[src/rtl/serial_pkg.sv]
// serial_pkg: definitions shared by the serial link blocks.
//   state_t    - receiver frame-tracking states (also exported for debug)
//   bit_period - number of clk cycles per line bit for a given timer width
package serial_pkg;

    typedef enum logic [2:0] {
        IDLE,
        START,
        DATA,
        STOP,
        WAIT_IDLE
    } state_t;

    function automatic int unsigned bit_period(input int unsigned timer_width);
        return 32'd1 << timer_width;
    endfunction

endpackage

[src/rtl/serial_rx_if.sv]
// serial_rx_if: consumer-side bundle of the serial receiver.
//   ack       - consumer has taken Q (driven by the consumer)
//   Q         - last good word, first line bit in Q[Width-1]
//   valid     - Q holds an unread word
//   busy      - a frame is being received
//   frame_err - one-cycle pulse, stop bit sampled low
//   overrun   - sticky, a good word replaced an unread one
//   state     - receiver FSM state, for observation only
//
// Handshake: valid is a level. It rises the cycle after a good stop bit and
// stays high until a cycle where ack=1 is sampled; ack with valid=0 has no
// effect. A new word arriving while valid=1 overwrites Q and raises overrun
// unless ack is sampled on that same cycle (the old word counts as taken).
interface serial_rx_if #(parameter int Width = 8);
    import serial_pkg::*;

    logic             ack;
    logic [0:Width-1] Q;
    logic             valid;
    logic             busy;
    logic             frame_err;
    logic             overrun;
    state_t           state;

    modport master (input ack, output Q, valid, busy, frame_err, overrun, state);
    modport slave  (output ack, input Q, valid, busy, frame_err, overrun, state);

endinterface

[src/rtl/serial_sync.sv]
// serial_sync: two-flop synchroniser for one asynchronous input.
//   clk, rst - clock, asynchronous active-high reset
//   d_i      - asynchronous input
//   q_o      - synchronised copy, two cycles of latency
// Resets to 1 so an idle serial line does not look like a start bit.
module serial_sync (
    input  logic clk,
    input  logic rst,
    input  logic d_i,
    output logic q_o
);

    logic meta_q;
    logic sync_q;

    always_ff @(posedge clk or posedge rst) begin
        if (rst) begin
            meta_q <= 1'b1;
            sync_q <= 1'b1;
        end else begin
            meta_q <= d_i;
            sync_q <= meta_q;
        end
    end

    assign q_o = sync_q;

endmodule

[src/rtl/serial_rx.sv]
// serial_rx: UART-style receiver, start bit 0, Width data bits, stop bit 1,
// 2^TimerWidth clk cycles per bit.
//   clk, rst - clock, asynchronous active-high reset
//   rx       - serial line, asynchronous, idle high
//   bus      - consumer handshake (ack/Q/valid/busy/frame_err/overrun/state)
module serial_rx
    import serial_pkg::*;
#(
    parameter int Width      = 8,
    parameter int TimerWidth = 8
) (
    input  logic         clk,
    input  logic         rst,
    input  logic         rx,
    serial_rx_if.master  bus
);

    localparam int CntW = $clog2(Width + 1);
    // START checks the line half a bit after the falling edge was seen.
    localparam logic [TimerWidth-1:0] MID_BIT  = TimerWidth'(bit_period(TimerWidth - 1) - 1);
    localparam logic [CntW-1:0]       CNT_LAST = CntW'(Width - 1);

    logic                  rxs;
    state_t                state_q, state_d;
    logic [TimerWidth-1:0] timer_q, timer_d;
    logic [CntW-1:0]       bitcnt_q, bitcnt_d;
    logic [0:Width-1]      shift_q, shift_d;
    logic [0:Width-1]      q_q, q_d;
    logic                  valid_q, valid_d;
    logic                  ferr_q, ferr_d;
    logic                  ovr_q, ovr_d;
    logic                  good_stop;

    serial_sync u_sync (
        .clk (clk),
        .rst (rst),
        .d_i (rx),
        .q_o (rxs)
    );

    always_ff @(posedge clk or posedge rst) begin
        if (rst) begin
            state_q  <= IDLE;
            timer_q  <= '0;
            bitcnt_q <= '0;
            shift_q  <= '0;
            q_q      <= '0;
            valid_q  <= 1'b0;
            ferr_q   <= 1'b0;
            ovr_q    <= 1'b0;
        end else begin
            state_q  <= state_d;
            timer_q  <= timer_d;
            bitcnt_q <= bitcnt_d;
            shift_q  <= shift_d;
            q_q      <= q_d;
            valid_q  <= valid_d;
            ferr_q   <= ferr_d;
            ovr_q    <= ovr_d;
        end
    end

    always_comb begin
        state_d   = state_q;
        timer_d   = timer_q + 1'b1;   // free-running; wraps mod 2^TimerWidth
        bitcnt_d  = bitcnt_q;
        shift_d   = shift_q;
        q_d       = q_q;
        valid_d   = valid_q;
        ferr_d    = 1'b0;
        ovr_d     = ovr_q;
        good_stop = 1'b0;

        case (state_q)
            IDLE: begin
                timer_d = '0;
                if (!rxs) state_d = START;
            end
            START: begin
                if (timer_q == MID_BIT) begin
                    timer_d  = '0;
                    bitcnt_d = '0;
                    // A start bit that is already gone at mid-bit was a glitch.
                    state_d  = rxs ? IDLE : DATA;
                end
            end
            DATA: begin
                if (timer_q == '1) begin
                    // Shift towards higher indices: first line bit ends in Q[Width-1].
                    shift_d  = {rxs, shift_q[0:Width-2]};
                    bitcnt_d = bitcnt_q + 1'b1;
                    if (bitcnt_q == CNT_LAST) state_d = STOP;
                end
            end
            STOP: begin
                if (timer_q == '1) begin
                    if (rxs) begin
                        good_stop = 1'b1;
                        state_d   = IDLE;   // leave at mid-stop to catch back-to-back starts
                    end else begin
                        ferr_d  = 1'b1;
                        state_d = WAIT_IDLE;
                    end
                end
            end
            WAIT_IDLE: begin
                timer_d = '0;
                // A held-low (break) line must return high before re-arming.
                if (rxs) state_d = IDLE;
            end
            default: state_d = IDLE;
        endcase

        if (good_stop) begin
            q_d     = shift_q;
            valid_d = 1'b1;
            // A same-cycle ack consumes the old word, so it is not an overrun.
            if (bus.ack)      ovr_d = 1'b0;
            else if (valid_q) ovr_d = 1'b1;
        end else if (bus.ack) begin
            valid_d = 1'b0;
            ovr_d   = 1'b0;
        end
    end

    assign bus.Q         = q_q;
    assign bus.valid     = valid_q;
    assign bus.busy      = (state_q == START) || (state_q == DATA) || (state_q == STOP);
    assign bus.frame_err = ferr_q;
    assign bus.overrun   = ovr_q;
    assign bus.state     = state_q;

endmodule

[src/flat_wrapper.sv]
// flat-port wrapper written by rule: the top's interface ports become plain ports
module serial_rx_flat import serial_pkg::*;
#(
    parameter int Width      = 8,
    parameter int TimerWidth = 8
)
  (clk, rst, rx, bus_ack, bus_Q, bus_valid, bus_busy, bus_frame_err, bus_overrun, bus_state);
  serial_rx_if #(.Width(Width)) bus_i ();
  input  logic clk;
  input  logic rst;
  input  logic rx;
  input wire logic [$bits(bus_i.ack)-1:0] bus_ack;
  output wire logic [$bits(bus_i.Q)-1:0] bus_Q;
  output wire logic [$bits(bus_i.valid)-1:0] bus_valid;
  output wire logic [$bits(bus_i.busy)-1:0] bus_busy;
  output wire logic [$bits(bus_i.frame_err)-1:0] bus_frame_err;
  output wire logic [$bits(bus_i.overrun)-1:0] bus_overrun;
  output wire logic [$bits(bus_i.state)-1:0] bus_state;
  assign bus_i.ack = bus_ack;
  assign bus_Q = bus_i.Q;
  assign bus_valid = bus_i.valid;
  assign bus_busy = bus_i.busy;
  assign bus_frame_err = bus_i.frame_err;
  assign bus_overrun = bus_i.overrun;
  assign bus_state = bus_i.state;
  serial_rx #(.Width(Width), .TimerWidth(TimerWidth)) u_core (.clk(clk), .rst(rst), .rx(rx), .bus(bus_i));
endmodule
[config.mk]
export PLATFORM = sky130hd
export DESIGN_NAME = serial_rx_flat
export DESIGN_NICKNAME = d
export VERILOG_FILES = /design/src/rtl/serial_pkg.sv /design/src/rtl/serial_rx_if.sv /design/src/rtl/serial_sync.sv /design/src/rtl/serial_rx.sv /design/src/flat_wrapper.sv
export SDC_FILE = /design/constraint.sdc
export NUM_CORES = 1
export LEC_CHECK = 0
export CAP_MARGIN = 5
export CORE_UTILIZATION = 45
export CTS_BUF_LIST = sky130_fd_sc_hd__clkbuf_4 sky130_fd_sc_hd__clkbuf_8
export CTS_CLUSTER_DIAMETER = 120
export DETAILED_ROUTE_END_ITERATION = 6
export PLACE_DENSITY = 0.67
export SYNTH_ARGS = -nofsm -noshare
export SYNTH_HDL_FRONTEND = slang
export SYNTH_SLANG_ARGS = --single-unit
[constraint.sdc]
create_clock -name clk -period 4.1 [get_ports clk]
set_input_delay 0.82 -clock clk [delete_from_list [all_inputs] [get_ports clk]]
set_output_delay 0.82 -clock clk [all_outputs]
set_load 0.005 [all_outputs]
==> flow_summary.toml <==
[status]
outcome = "finished clean"

[synth]
synth_common_cells = "34 x dfrtp_1, 16 x mux2_2, 11 x nor2_1"
yosys.area_share.simple = 0.1769
async_flop_share = 1.000
netlist.top_cell.by_area = "dfrtp_1"
synthesis.instances = 128
synth.mux.area_fraction = 0.1132
synth_compound_area_frac = 0.06053
synth-edff-count = 0
avgSynthCellArea_um2 = 12.43
synth_top_family_by_area = "simple AND/OR/NAND/NOR gates"
ys_warn_count = 0
ys_seq_area_frac = 0.5676
synth_nets = 134
synth_seq_cells = 36
synth_xor_area_frac = 0.04403
yosys.area.top_type_share = 0.5346
synth_fa_ha_area_frac = 0.01572
ys.flop_type = "dfrtp_1"
ys_types = 40
synth.most_common_cell = "dfrtp_1"
synth.area.top_cells = "dfrtp_1 53%, mux2_2 11%, dfstp_2 3.3%, nor2_1 2.6%, nand3_1 2.2%"
synth_area_um2 = 1592

[setup_path]
startpoint_type = "flop"
critical_path.max_fanout = 12
crit_arrival_ps = 1720
critPathKind = "flop to primary output"
worstPathRequired_ps = 3280
crit_path_end_kind = "primary output"

[power]
leakage_nw = 0.8885
power_density_nw_per_um2 = 327.8
p_sw_w = 0.0001255
total_power_w = 0.0006206
p_int_w = 0.0004951
seqPwrFrac = 0.577
netSwitchingFraction = 0.2022
clkPwrFrac = 0.405
combPwrFrac = 0.018
ir_worst_vdd_mv = 0.1482

[floorplanning]
start_util = 0.4732
ioPinCount = 19
design.die.area_um2 = 3779
core_um2 = 3363
fp.dieW_um = 61.47
row_count = 21
die_h_um = 61.47

[min_path]
hp-class = "flop to flop"

[global_route]
antenna_found_initial = 0
grt_pass1_wl_um = 4374
grt_overflow = 0
grt.total_usage = 0.1684
grt_max_degree = 37
grt_pass1_vias = 987

[final_layout]
drive_above_1_share = 0.2303
fillers = 308
num_antenna_cells = 0
final_nets = 157
instances_no_fill = 198
area_growth_pct = 18.95
finish.instance_area_um2 = 1893

[routing]
drt-met1-wl_um = 1189
dr.pass1.iters = 2
met3_length_um = 78
postRouteAntennaNets = 0
totalWireLength_um = 2668
drt_iter0_drc = 33
wl_met2_um = 1332
viasPerCell = 5.318
wire_per_inst_um = 13.47
vias = 1053
drc = 0
routed.top_layer = "met4"

[clock_tree]
clock_sinks = 36
clockBufferDepth = 2
cts_made_buffers = 5
postCtsHoldBufs = 0
cts-root-buf = "clkbuf_4"
clk_pin_slew_ps = 110
clock_latency_ps = 350
cts_resized = 0
post_cts_buffers = 0
h-tree-depth = 2
cts_tree = "yes"

[timing]
fin_setup_tns_ps = 0
period_share = 0.6197
fmax_mhz = 393.6
clock_skew_ps = 15.99
rsz0062_at_grt = "no"
tightest_slew_ps = 440.0
setup_viol = 0
fin_crit_ps = 2541
slew_headroom = 0.7066
final-hold-violation-count = 0
slew_violations = 0

[place]
port_buffers = 18
dpl.cell_count = 190
routabilityCongestion = 0.8110
place_hpwl_um = 1874
dpl_cell_area_um2 = 1813

[run]
drv_cap = 0
==> layer usage <==
metal	GRT usage	up-vias
met5	0	-
met4	0.1143	0
met3	0.04622	7
met2	0.2547	16
met1	0.2108	528
li1	-	502
==> worst max-delay path, cell delays in order, from the launching register on <==
cell and delay [ps]:
dfrtp_1 590, nor2_1 160, nor2_1 120, clkdlybuf4s50_1 510
==> registers in the layout, summed over array words and instances, names as in the netlist <==
signal and count:
u_core.bus.Q 8, u_core.shift_q 8, u_core.timer_q 8, u_core.bitcnt_q 4, u_core.bus.state 3, u_core.bus.frame_err 1
u_core.bus.overrun 1, u_core.bus.valid 1, u_core.u_sync.meta_q 1, u_core.u_sync.q_o 1
==> cells by family after synthesis <==
logic type	after synthesis
AND/OR/NAND/NOR	46
multiplexers	16
AO/OA/AOI/OAI	14
buffers and inverters	6
flip-flops	36
adder cells (fa/ha/maj)	2
XOR/XNOR	8
==> placed cells by master, fill, tap and decap left out, types with 2 or more instances in the layout <==
cell type	Yosys	routed
a21oi_1	2	2
ha_1	2	2
nand4_1	2	2
and3_1	2	2
nand3b_1	2	2
nor3_1	2	2
clkdlybuf4s50_1	0	18
nand3_1	7	7
mux2_2	16	16
xnor2_1	4	4
nor2_1	11	11
o21ai_0	4	4
dfstp_2	2	2
nand2_1	6	6
nor2b_1	2	2
xor2_1	4	4
clkbuf_4	0	6
dfrtp_1	34	34
inv_1	3	3
==> power by group through the flow <==
stage / registers (W) / logic [W] / clock network (W)
after floorplan: 0.000365 / 0.00000638 / 0
after detailed placement: 0.000365 / 0.0000122 / 0
after CTS: 0.000358 / 0.0000122 / 0.000262
after global placement: 0.000365 / 0.0000117 / 0
final: 0.000358 / 0.0000114 / 0.000251
after global routing: 0.000358 / 0.0000135 / 0.000276
==> stage by stage <==
step	hold WS, ps	util	setup WS (ps)
6_report	363.1	0.5629	1559
5_1_grt	369.9	0.5629	1496
4_1_cts	365.8	0.5629	1536
3_5_place_dp	351.3	0.5391	1952
3_3_place_gp	346.7	0.5391	1986
2_1_floorplan	345.2	-	2397
==> final timing paths <==
kind	cells past startpoint	slack, ps	to	startpoint
setup reg to reg	3	2230	u_core.shift_q[2]$_DFFE_PP0P_	u_core.bus.state[0]$_DFFE_PP0P_
min in group asynchronous	3	850	u_core.bitcnt_q[1]$_DFFE_PP0P_	rst
max in group asynchronous	3	2890	u_core.u_sync.meta_q$_DFF_PP1_	rst
setup / recovery	3	1560	bus_busy	u_core.bus.state[0]$_DFFE_PP0P_
hold reg to reg	0	360	u_core.u_sync.q_o$_DFF_PP1_	u_core.u_sync.meta_q$_DFF_PP1_
hold / removal	0	360	u_core.u_sync.q_o$_DFF_PP1_	u_core.u_sync.meta_q$_DFF_PP1_
==> area by class of cell <==
class	instances	area, um^2	area share
sequential	36	903.4	0.4772
multi-input combinational	86	653.1	0.3450
timing repair buffer	19	187.7	0.09914
tap	46	57.56	0.03040
clock buffer	6	45.04	0.02379
clock inverter	2	35.03	0.01851
inverter	3	11.26	0.005948
Power figures use the tool's default switching activity.
